===== config.mk =====
export PLATFORM = sky130hd
export DESIGN_NAME = mux_n_pipe
export DESIGN_NICKNAME = d
export VERILOG_FILES = /design/src/rtl/mux_n_pipe.sv
export SDC_FILE = /design/constraint.sdc
export NUM_CORES = 1
export LEC_CHECK = 0
export ABC_AREA = 1
export CORE_MARGIN = 2
export CORE_UTILIZATION = 25
export DETAILED_ROUTE_END_ITERATION = 7
export PLACE_DENSITY_LB_ADDON = 0.25
export SYNTH_ARGS = -nofsm -noshare
export SYNTH_HDL_FRONTEND = slang
export SYNTH_SLANG_ARGS = --single-unit

===== constraint.sdc =====
create_clock -name CLK -period 2.95 [get_ports CLK]
set_input_delay 0.7375 -clock CLK [delete_from_list [all_inputs] [get_ports CLK]]
set_output_delay 0.7375 -clock CLK [all_outputs]
set_load 0.005 [all_outputs]

===== src/rtl/mux_n_pipe.sv =====
// Registered N-way lane selector feeding a 2-entry elastic buffer (head + skid)
// with valid/ready on both sides and per-entry out-of-range select flag.
module mux_n_pipe #(
  parameter  int unsigned WIDTH = 32,
  parameter  int unsigned N     = 4,
  localparam int unsigned SEL_W = $clog2(N)
) (
  input  logic               CLK,
  input  logic               RST_n,
  input  logic [SEL_W-1:0]   SEL,
  input  logic [N*WIDTH-1:0] Dato,
  input  logic               In_Valid,
  output logic               In_Ready,
  input  logic               Flush,
  output logic [WIDTH-1:0]   Out_Mux,
  output logic               Out_Valid,
  input  logic               Out_Ready,
  output logic               Sel_Err,
  output logic [1:0]         Occupancy
);

  localparam logic [1:0] ST_EMPTY = 2'd0;
  localparam logic [1:0] ST_ONE   = 2'd1;
  localparam logic [1:0] ST_FULL  = 2'd2;

  logic [1:0]       r_state;
  logic [WIDTH-1:0] r_head;
  logic             r_head_err;
  logic [WIDTH-1:0] r_skid;
  logic             r_skid_err;
  logic             r_out_valid;
  logic             r_in_ready;

  logic [1:0]       w_nxt_state;
  logic [WIDTH-1:0] w_nxt_head;
  logic             w_nxt_head_err;
  logic [WIDTH-1:0] w_nxt_skid;
  logic             w_nxt_skid_err;
  logic             w_accept;
  logic             w_pop;
  logic [WIDTH-1:0] w_new_data;
  logic             w_new_err;

  assign w_accept = In_Valid & r_in_ready;
  assign w_pop    = r_out_valid & Out_Ready;

  // Lane decode; a select with no matching lane yields zero data and err=1.
  always_comb begin
    w_new_data = '0;
    w_new_err  = 1'b1;
    for (int k = 0; k < N; k++) begin
      if (SEL == SEL_W'(k)) begin
        w_new_data = Dato[k*WIDTH +: WIDTH];
        w_new_err  = 1'b0;
      end
    end
  end

  // State and storage register
  always_ff @(posedge CLK or negedge RST_n) begin
    if (!RST_n) begin
      r_state     <= ST_EMPTY;
      r_head      <= '0;
      r_head_err  <= 1'b0;
      r_skid      <= '0;
      r_skid_err  <= 1'b0;
      r_out_valid <= 1'b0;
      r_in_ready  <= 1'b1;
    end else begin
      r_state     <= w_nxt_state;
      r_head      <= w_nxt_head;
      r_head_err  <= w_nxt_head_err;
      r_skid      <= w_nxt_skid;
      r_skid_err  <= w_nxt_skid_err;
      r_out_valid <= (w_nxt_state != ST_EMPTY);
      r_in_ready  <= (w_nxt_state != ST_FULL);
    end
  end

  // Next-state / storage update; Flush overrides any accept or pop.
  always_comb begin
    w_nxt_state    = r_state;
    w_nxt_head     = r_head;
    w_nxt_head_err = r_head_err;
    w_nxt_skid     = r_skid;
    w_nxt_skid_err = r_skid_err;
    if (Flush) begin
      w_nxt_state = ST_EMPTY;
    end else begin
      case (r_state)
        ST_EMPTY: begin
          if (w_accept) begin
            w_nxt_state    = ST_ONE;
            w_nxt_head     = w_new_data;
            w_nxt_head_err = w_new_err;
          end
        end
        ST_ONE: begin
          if (w_accept && !w_pop) begin
            w_nxt_state    = ST_FULL;
            w_nxt_skid     = w_new_data;
            w_nxt_skid_err = w_new_err;
          end else if (w_accept && w_pop) begin
            w_nxt_head     = w_new_data;
            w_nxt_head_err = w_new_err;
          end else if (w_pop) begin
            w_nxt_state = ST_EMPTY;
          end
        end
        ST_FULL: begin
          if (w_pop) begin
            w_nxt_state    = ST_ONE;
            w_nxt_head     = r_skid;
            w_nxt_head_err = r_skid_err;
          end
        end
        default: w_nxt_state = ST_EMPTY;
      endcase
    end
  end

  assign Out_Mux   = r_head;
  assign Sel_Err   = r_head_err;
  assign Out_Valid = r_out_valid;
  assign In_Ready  = r_in_ready;
  assign Occupancy = r_state;

endmodule

Yosys cells after proc, flatten, opt, wreduce, memory -nomap -nowiden
Index checks and enable logic that the tools add are counted.

storage, ports and cells
  word-level logic and storage cells = 54
  output and inout port bits = 37
  bits in registers = 70
  bits of input ports = 135

operators by class
  bitwise logic cells = 3
  reduce and logical (&&, ||, !) cells = 9
  equality and inequality tests = 10
  muxes and demuxes = 25

operators by type and width
  kind                  number
  $mux W32              8
  $pmux W32 S3          1
  $mux W2               6
  $ne A2 B2 Y1 const B  5
  $mux W1               8
  $eq A2 B2 Y1 const B  3
  $pmux W2 S3           1
  $reduce_and A6 Y1     1
  $eq A2 B1 Y1 const B  2
  $logic_not A2 Y1      2
  $pmux W1 S3           1
  $reduce_and A3 Y1     1
  $reduce_bool A3 Y1    1
  $and A1 B1 Y1         2
  $logic_and A1 B1 Y1   2
  $reduce_bool A2 Y1    1
  $logic_not A1 Y1      1
  $not A1 Y1            1

Depth between registers and ports, before layout
Gate-level depths: netlist of run 1.

  depth in word-level cells = 8
  gate-level depth with buffers = 9
  mapped depth without buffers = 8

Worst setup path after synthesis of run 1
OpenSTA, ideal clock, no wires.

  path kind = input -> register
  start point = input SEL[0]
  end point = register r_head[15], in the netlist Out_Mux[15]
  slack = 1272 ps
  arrival time = 1561 ps
  setup time = 117 ps
  required time = 2833 ps
  cell stages on the path = 8
  buffers on the path = 2
  cell sequence = buf_2 nand2_1 clkbuf_1 or2_1 nand2_1 nand2_1 nand3_1 nand2_1

on the way
  cells in the longest elaborated chain, start to end = 8
  elaborated cells on any way between the ends = 12
  those cells by class = 3 x eq/ne; 8 x mux; 1 x reduce/logical

RTL lines
  item                   RTL line  text
  from (decl)            10        input logic [SEL_W-1:0] SEL,
  $logic_not A2 Y1       52        if (SEL == SEL_W'(k)) begin
  $mux W32 (3 in a row)  52
  $mux W32 (*)           52
  $mux W32               103       end else if (w_accept && w_pop) begin
  $mux W32               99        if (w_accept && !w_pop) begin
  $pmux W32 S3 (*)       90        case (r_state)
  to (signal assigned)   71        r_head <= w_nxt_head;
  to (decl)              27        logic [WIDTH-1:0] r_head;

Every way passes the cells marked *; elsewhere a longest branch is shown, timed or not. The select of a mux whose other input is x is not followed.
A chain may end at the register's enable or synchronous reset.

Worst setup path after layout of run 1
  start point = input In_Valid
  end point = register r_head[6], in the netlist Out_Mux[6]

on the way
  cells in the longest elaborated chain, start to end = 4
  elaborated cells on any way between the ends = 7
  those cells by class = 3 x eq/ne; 1 x bitwise; 3 x reduce/logical

RTL lines
  item                                           RTL line  text
  from (decl)                                    12        input logic In_Valid,
  $and A1 B1 Y1 (*)                              44        assign w_accept = In_Valid & r_in_ready;
  $logic_and A1 B1 Y1, on equally long branches  103, 99
  $ne A2 B2 Y1 (no line)                         --
  $reduce_and A6 Y1 (no line) (*)                --

Every way passes the cells marked *; elsewhere a longest branch is shown, timed or not.

==> results of run 1 <==
area by class of cell:
type,count,area [sq um],area share
Clock buffer,11,252.7,0.04053
Multi-Input combinational cell,443,2061,0.3305
Tap cell,216,270.3,0.04334
Timing Repair Buffer,178,1777,0.2849
Sequential cell,70,1753,0.2811
Inverter,11,41.29,0.006621
Clock inverter,5,81.33,0.01304
metal layers:
metal  part of all wire  global-route usage
met1               0.44              0.2005
met2               0.49              0.2754
met3              0.052             0.03217
met4              0.020             0.05695
met5                  0                   0
registers in the layout, indices dropped and copies added (netlist names):
signal / cells
Out_Mux: 32
r_skid: 32
Occupancy: 2
In_Ready: 1
Out_Valid: 1
Sel_Err: 1
r_skid_err: 1
power by group through the flow:
stage,combinational [mW],clock (mW),sequential (mW)
finish,1.39,1.19,1.61
global route,1.57,1.27,1.67
global placement,1.38,0,1.61
floorplan,0.606,0,1.59
CTS,1.42,1.23,1.61
detailed placement,1.41,0,1.61
synth_stat cells:
| cell | count | share of area |
|---|---|---|
| clkbuf_1 | 13 | 0.012 |
| nand3_1 | 100 | 0.12 |
| nor2_2 | 2 | 0.0031 |
| buf_4 | 3 | 0.0056 |
| dfrtp_1 | 69 | 0.43 |
| and2_1 | 1 | 0.0016 |
| or2_2 | 6 | 0.0093 |
| nand3_2 | 1 | 0.0025 |
| o21ai_1 | 29 | 0.036 |
| a21oi_1 | 2 | 0.0025 |
| nand2_1 | 202 | 0.19 |
| buf_2 | 18 | 0.022 |
| inv_2 | 4 | 0.0037 |
| nor2_4 | 1 | 0.0028 |
| dfstp_2 | 1 | 0.0065 |
| o22ai_1 | 1 | 0.0016 |
| or2_0 | 40 | 0.062 |
| nor2_1 | 4 | 0.0037 |
| buf_1 | 4 | 0.0037 |
| inv_1 | 7 | 0.0065 |
| o21ai_0 | 36 | 0.045 |
| or2_1 | 18 | 0.028 |
kinds of logic after synthesis:
kind of cell    after synthesis  synth area share
simple gates                375            0.4257
compound gates               68           0.08484
buf+inv                      49           0.05407
flops                        70            0.4354
worst min-delay path: cells and delay by family (launching register included):
kind	cells	cell delay, ns
DFF	1	0.34
and+or+nand+nor	2	0.10
worst max-delay path by stage:
stage | startpoint | end | cells after the start
6_report | In_Valid | Out_Mux[6]$_DFFE_PN0P_ | 8
3_3_place_gp | Out_Ready | Out_Mux[8]$_DFFE_PN0P_ | 8
3_5_place_dp | In_Valid | Out_Mux[6]$_DFFE_PN0P_ | 8
4_1_cts | In_Ready$_DFF_PN1_ | In_Ready | 1
5_1_grt | In_Valid | Out_Mux[6]$_DFFE_PN0P_ | 8
2_1_floorplan | SEL[0] | Out_Mux[15]$_DFFE_PN0P_ | 8
==> reports/results.ini, run 1 <==
[run_status]
outcome = completed

[min_path]
min-delay-start = Out_Mux[18]$_DFFE_PN0P_
hold_path_class = register to register
worstHoldPathCells = 2
hold_path_end = Out_Mux[18]$_DFFE_PN0P_

[sta]
setup_viol = 0
tightest_slew_ns = 0.9404
max_freq_mhz = 474.8
fin_skew_ns = 0.004134
period_minus_slack_ns = 2.106
fin_crit_sh = 0.7139
setup_tns_ns = 0
setup_ws_ns = 0.8439
finalHoldViolCount = 0
hold-worst-slack_ns = 0.4768
slew_headroom = 0.3730
drv_slew = 0
rsz0062_at_grt = no

[cts]
cts_sinks = 70
clk_path_buf_depth = 2
cts.hold.buffers_added = 0
cts_buffers = 9
clkTransAtPathRegs_ns = 0.06
cts.repair.resized = 0
cts_setup_buffers = 0
cts-root-buf = clkbuf_16
worstSkewPairLatency_ns = 0.33
cts_tree = yes
cts-htree-levels = 3

[final_layout]
final_common_cell = nand2_1
most-common-layout-cells = 202 x nand2_1, 168 x clkdlybuf4s50_1, 99 x nand3_1
fillCellCount = 1629
fin_util = 0.3940
fin_nets = 848
design_area_sq_um = 6236
antenna_cells = 0
stdcell_count = 934
area_delta_synth_final_pct = 54.88
drive_gt1_frac = 0.05850

[pwr]
pwr-share-comb = 0.332
p_clk_frac = 0.284
power.total_mw = 4.187
switching_share = 0.2961
vdd_ir_drop_max_mv = 0.2726
leakagePower_nw = 2.802
p_per_area_nw_per_um2 = 671.4
seqPwrFrac = 0.384
p_int_mw = 2.947
p_sw_mw = 1.240

[critical_path]
crit_chain = clkdlybuf4s50_1 -> nand2_1 -> inv_1 -> a21oi_1 -> nor2_4 -> inv_2 -> nand2_1 -> nand2_1
crit_path_top_delay_cell = inv_2
reg2reg_to = Out_Mux[28]$_DFFE_PN0P_
worstSetupPathType = input pin to register
startpoint_type = input pin
worst-endpoint-arrival_ns = 2.37
cp.buffers_inverters = 3
endpoint_kind = register
reg2reg_depth = 6
cpPeakStageDelay_ns = 0.47
reg2reg_from = Occupancy[1]$_DFF_PN0_
path_max_fanout = 33
required_ns = 3.22
r2r_setup_slack_ns = 1.19
crit_family = buffers and inverters
worst_path_most_repeated_cell = nand2_1

[placed_design]
pre_cts_slack_ns = 0.5064
hpwl_um = 9427
portBuffers = 171
placed_area_sq_um = 5902
dp_cells = 918
place.gp.congestion = 0.7518

[floorplan]
top_level_ports = 172
die_h_um = 130.9
core_sq_um = 15830
initial_core_util = 0.2544
dieArea_sq_um = 17140
rows = 46
die_w_um = 130.9

[global_route]
grt_overflow = 0
grt_first_pass_wirelength_um = 21330
grt_max_degree = 71
grt_pass1_vias = 4191
grtUsageTotal = 0.1603
grt_antenna_before_repair = 0

[routing]
viasPerCell = 4.485
drt-initial-drc-count = 250
drtPass1Iterations = 4
routed_wl_um = 13560
vias = 4189
wl_per_cell_um = 14.52
ant_nets = 0
route.detailed.drc = 0

[synthesis]
syn-num-nets = 697
yosysWarnings = 0
seq_area_frac_synth = 0.4354
synth_seq_cells = 70
ys_types = 22
syn-cell-area_sq_um = 4026
postSynthAreaPerCell_sq_um = 7.164
syn_inst = 562

[job]
drv_cap = 0

(Power assumes the default switching activity.)
==> run 2: changes to the inputs <==
clock period = 1.75 ns   (was 2.95 ns; I/O delays follow)
==> reports/results.ini, run 2 (synthesis results as in run 1) <==
[final_layout]
fin_nets = 864  ; +1.9%
final_common_cell = nand2_1
stdcell_count = 950  ; +1.7%
fillCellCount = 1600  ; -1.8%
antenna_cells = 0  ; unchanged
design_area_sq_um = 6384  ; +2.4%
most-common-layout-cells = 202 x nand2_1, 167 x clkdlybuf4s50_1, 99 x nand3_1
area_delta_synth_final_pct = 58.55
drive_gt1_frac = 0.07629  ; +0.01780
fin_util = 0.4033  ; +0.009328

[pwr]
vdd_ir_drop_max_mv = 0.4481  ; +64%
pwr-share-comb = 0.356  ; +0.024
power.total_mw = 6.892  ; +65%
p_int_mw = 4.806  ; +63%
seqPwrFrac = 0.396  ; +0.012
p_per_area_nw_per_um2 = 1080  ; +61%
p_clk_frac = 0.248  ; -0.036
switching_share = 0.3027  ; +0.006610
leakagePower_nw = 2.882  ; +2.9%
p_sw_mw = 2.086  ; +68%

[critical_path]
required_ns = 1.31  ; -1.91 ns
crit_family = buffers and inverters
path_max_fanout = 6  ; -82%
startpoint_type = register
reg2reg_from = Occupancy[1]$_DFF_PN0_
cpPeakStageDelay_ns = 0.52  ; +0.05 ns
worst-endpoint-arrival_ns = 1.26  ; -1.11 ns
crit_path_top_delay_cell = clkdlybuf4s50_1
cp.buffers_inverters = 1  ; -2
endpoint_kind = output port
worstSetupPathType = register to output port
crit_chain = clkdlybuf4s50_1
startpoint = Occupancy[0]$_DFF_PN0_

[floorplan]
die_w_um = 130.9  ; unchanged
top_level_ports = 172  ; unchanged
rows = 46  ; unchanged
die_h_um = 130.9  ; unchanged
initial_core_util = 0.2544  ; unchanged
dieArea_sq_um = 17140  ; unchanged
core_sq_um = 15830  ; unchanged

[cts]
clkTransAtPathRegs_ns = 0.05  ; about the same
worstSkewPairLatency_ns = 0.32  ; about the same
cts_tree = yes
cts-htree-levels = 3  ; unchanged
clk_path_buf_depth = 2  ; unchanged
cts_buffers = 9  ; unchanged
cts-root-buf = clkbuf_16
cts_sinks = 70  ; unchanged

[global_route]
grt_antenna_before_repair = 0  ; unchanged
grt_max_degree = 65  ; -8.5%
grtUsageTotal = 0.1608  ; +0.0004721
grt_first_pass_wirelength_um = 21400  ; +0.29%
grt_pass1_vias = 4290  ; +2.4%
grt_overflow = 0  ; unchanged

[min_path]
hold_path_class = register to register
min-delay-start = r_skid[24]$_DFFE_PN0P_

[sta]
tightest_slew_ns = 0.4107  ; -0.5298 ns
rsz0062_at_grt = no
setup_viol = 0  ; unchanged
max_freq_mhz = 588.2
drv_slew = 0  ; unchanged
fin_crit_sh = 0.9714
period_minus_slack_ns = 1.700
fin_skew_ns = 0.006114  ; +0.001981 ns
slew_headroom = 0.7258  ; +0.3528
finalHoldViolCount = 0  ; unchanged
hold-worst-slack_ns = 0.4803  ; +0.003506 ns

[routing]
routed_wl_um = 13790  ; +1.7%
viasPerCell = 4.527  ; +0.94%
ant_nets = 0  ; unchanged
drtPass1Iterations = 4  ; unchanged
wl_per_cell_um = 14.51  ; about the same
vias = 4301  ; +2.7%
drt-initial-drc-count = 231  ; -7.6%
route.detailed.drc = 0  ; unchanged

[placed_design]
place.gp.congestion = 0.7841  ; +4.3%
hpwl_um = 10280  ; +9.0%
portBuffers = 171  ; unchanged
dp_cells = 933  ; +1.6%
placed_area_sq_um = 6090  ; +3.2%

[run_status]
outcome = completed

[job]
drv_cap = 0  ; unchanged

-- run 2: path summary, 6_finish.rpt --
path | end | cells after the start | slack (ns)
worst min register to register | r_skid[24]$_DFFE_PN0P_ | 2 | 0.48
worst max-delay path | Occupancy[0] | 1 | 0.05
worst min-delay path | r_skid[24]$_DFFE_PN0P_ | 2 | 0.48
worst max register to register | Out_Mux[21]$_DFFE_PN0P_ | 7 | 0.28
min in group asynchronous | r_skid[16]$_DFFE_PN0P_ | 2 | 0.54
max in group asynchronous | r_skid[25]$_DFFE_PN0P_ | 3 | 0.71
-- run 2: repair_timing --
item,4_1_cts,5_1_grt
setup buffers,0,0
endpoints found under the setup margin,3,0
gates resized for setup,3,0
endpoints found under the hold margin,14,0
hold buffers,1,0
-- run 2: layout make-up --
cell class / instances / area [sq um] / share of cell area
clock buffers: 15 / 277.8 / 0.04351
clock inverters: 1 / 5.005 / 0.0007840
inverters: 11 / 41.29 / 0.006468
multi-input cells: 443 / 2061 / 0.3228
flip-flops and latches: 70 / 1755 / 0.2750
well taps: 216 / 270.3 / 0.04234
repair buffers: 194 / 1973 / 0.3091
-- run 2: per-stage QoR --
stage / TNS (ns) / setup slack (ns)
after floorplan: 0 / 0.3720
after global placement: -2.236 / -0.05115
after detailed placement: -3.276 / -0.08142
after CTS: 0 / 0.03156
after global routing: 0 / 0.009566
final: 0 / 0.04999
-- run 2: worst min-delay path, cell delays in order (launching register included) --
cell and delay [ns]:
dfrtp_1 0.33, nand2_1 0.05, o21ai_0 0.06
-- run 2: power groups by stage --
| stage | registers [mW] | logic, mW | clock network, mW |
|---|---|---|---|
| after floorplan | 2.69 | 1.02 | 0 |
| after global placement | 2.72 | 2.42 | 0 |
| after detailed placement | 2.74 | 2.49 | 0 |
| after CTS | 2.73 | 2.50 | 1.77 |
| after global routing | 2.82 | 2.76 | 1.85 |
| final | 2.73 | 2.45 | 1.71 |
-- run 2: routing by layer --
| metal | share of wire | vias to the layer above | GRT usage | wire, um |
|---|---|---|---|---|
| li1 | - | 2154 | - | - |
| met1 | 0.44 | 2051 | 0.1979 | 6040 |
| met2 | 0.51 | 92 | 0.2874 | 7071 |
| met3 | 0.045 | 4 | 0.03013 | 617 |
| met4 | 0.0041 | 0 | 0.04568 | 57 |
| met5 | 0 | - | 0 | 0 |
==> run 3: changes to the inputs <==
CTS_BUF_LIST = sky130_fd_sc_hd__clkbuf_4 sky130_fd_sc_hd__clkbuf_8   (was not set)
HOLD_SLACK_MARGIN = 0.15   (was not set)
SLEW_MARGIN = 20   (was not set)
==> reports/results.ini, run 3 (synthesis results as in run 1) <==
[sta]
drv_slew = 0  ; unchanged
period_minus_slack_ns = 1.686  ; -0.01414 ns
max_freq_mhz = 593.2  ; +0.84%
tightest_slew_ns = 0.4129  ; +0.002217 ns
finalHoldViolCount = 0  ; unchanged
slew_headroom = 0.7243  ; -0.001480
rsz0062_at_grt = no
setup_ws_ns = 0.06413  ; +0.01414 ns
fin_crit_sh = 0.9634  ; -0.008081
fin_skew_ns = 0.008979  ; +0.002865 ns
setup_viol = 0  ; unchanged

[final_layout]
antenna_cells = 0  ; unchanged
fin_nets = 868  ; +0.46%
final_common_cell = nand2_1
most-common-layout-cells = 202 x nand2_1, 167 x clkdlybuf4s50_1, 99 x nand3_1
drive_gt1_frac = 0.08537  ; +0.009072
area_delta_synth_final_pct = 57.05
fillCellCount = 1605  ; +0.31%
fin_util = 0.3995  ; -0.003794

[pwr]
vdd_ir_drop_max_mv = 0.3771  ; -16%
leakagePower_nw = 2.867  ; -0.52%
p_per_area_nw_per_um2 = 1024  ; -5.2%

[placed_design]
hpwl_um = 10280  ; unchanged
portBuffers = 171  ; unchanged
pre_cts_slack_ns = -0.08142  ; unchanged
place.gp.congestion = 0.7841  ; unchanged

[routing]
viasPerCell = 4.542  ; +0.32%
ant_nets = 0  ; unchanged
route.detailed.drc = 0  ; unchanged
drt-initial-drc-count = 203  ; -12%
routed_wl_um = 13870  ; +0.59%
vias = 4333  ; +0.74%
wl_per_cell_um = 14.54  ; +0.17%
drtPass1Iterations = 4  ; unchanged

[critical_path]
cp.buffers_inverters = 1  ; unchanged
worst-endpoint-arrival_ns = 1.25  ; about the same
endpoint_kind = output port
reg2reg_depth = 7  ; unchanged
worstSetupPathType = register to output port
crit_path_top_delay_cell = clkdlybuf4s50_1
crit_family = buffers and inverters
path_depth = 1  ; unchanged
required_ns = 1.31  ; about the same
path_max_fanout = 4  ; -2
r2r_setup_slack_ns = 0.17  ; -0.11 ns
startpoint_type = register
crit_chain = clkdlybuf4s50_1
cpPeakStageDelay_ns = 0.51  ; about the same

[floorplan]
die_w_um = 130.9  ; unchanged
die_h_um = 130.9  ; unchanged
core_sq_um = 15830  ; unchanged
dieArea_sq_um = 17140  ; unchanged
top_level_ports = 172  ; unchanged
rows = 46  ; unchanged
initial_core_util = 0.2544  ; unchanged

[cts]
cts_tree = yes
worstSkewPairLatency_ns = 0.34  ; +0.02 ns
clkTransAtPathRegs_ns = 0.07  ; +0.02 ns
clk_path_buf_depth = 2  ; unchanged
cts-root-buf = clkbuf_8
cts_buffers = 9  ; unchanged
cts-htree-levels = 3  ; unchanged
cts_sinks = 70  ; unchanged

[global_route]
grt_overflow = 0  ; unchanged
grt_max_degree = 65  ; unchanged
grt_antenna_before_repair = 0  ; unchanged
grtUsageTotal = 0.1610  ; +0.0001723
grt_pass1_vias = 4272  ; -0.42%
grt_first_pass_wirelength_um = 21380  ; about the same

[run_status]
outcome = completed

[job]
drv_cap = 0  ; unchanged

[min_path]
hold_path_class = register to register
worstHoldPathCells = 2  ; unchanged

[run 3: changes by cell type in the layout (fill, tap and decap cells not counted), sizes merged]
cell,change
buf,+4
[run 3: cell type report]
type | count | area [sq um] | share of cell area
Multi-Input combinational cell | 443 | 2061 | 0.3259
Timing Repair Buffer | 198 | 2003 | 0.3168
Sequential cell | 70 | 1755 | 0.2776
Tap cell | 216 | 270.3 | 0.04274
Clock buffer | 15 | 187.7 | 0.02968
Inverter | 11 | 41.29 | 0.006529
Clock inverter | 1 | 5.005 | 0.0007915
[run 3: where the power goes]
part	internal [mW]	switching (mW)
Clock	0.679	0.597
Combinational	1.41	1.07
Sequential	2.33	0.389
Total	4.42	2.05
[run 3: path summary, 6_finish.rpt]
check                                        startpoint                       to
worst max-delay path             Occupancy[0]$_DFF_PN0_             Occupancy[0]
worst min-delay path            Out_Mux[18]$_DFFE_PN0P_  Out_Mux[18]$_DFFE_PN0P_
worst max register to register   Occupancy[0]$_DFF_PN0_  Out_Mux[21]$_DFFE_PN0P_
worst min register to register  Out_Mux[18]$_DFFE_PN0P_  Out_Mux[18]$_DFFE_PN0P_
max in group asynchronous                         RST_n   r_skid[25]$_DFFE_PN0P_
min in group asynchronous                         RST_n   r_skid[16]$_DFFE_PN0P_
[run 3: timing repair]
item	4_1_cts	5_1_grt
hold buffers	1	0
hold endpoints to repair	14	0
setup endpoints to repair	3	2
resized for setup	3	0
buffers inserted	0	4
[run 3: per-stage QoR]
stage | setup TNS (ns) | instance area, sq um | power, mW | hold WS (ns) | cells
2_1_floorplan | 0 | 4026 | 3.706 | 0.1419 | 562
3_3_place_gp | -2.236 | 6090 | 5.136 | 0.3253 | 933
3_5_place_dp | -3.276 | 6090 | 5.230 | 0.3286 | 933
4_1_cts | 0 | 6294 | 6.542 | 0.4854 | 950
5_1_grt | 0 | 6324 | 6.989 | 0.5107 | 954
6_report | 0 | 6324 | 6.474 | 0.4839 | 954
[run 3: metal layers]
layer	vias up	share of wire	GRT usage
li1	2159	-	-
met1	2052	0.43	0.1971
met2	110	0.51	0.2877
met3	12	0.050	0.03257
met4	0	0.010	0.04443
met5	-	0	0
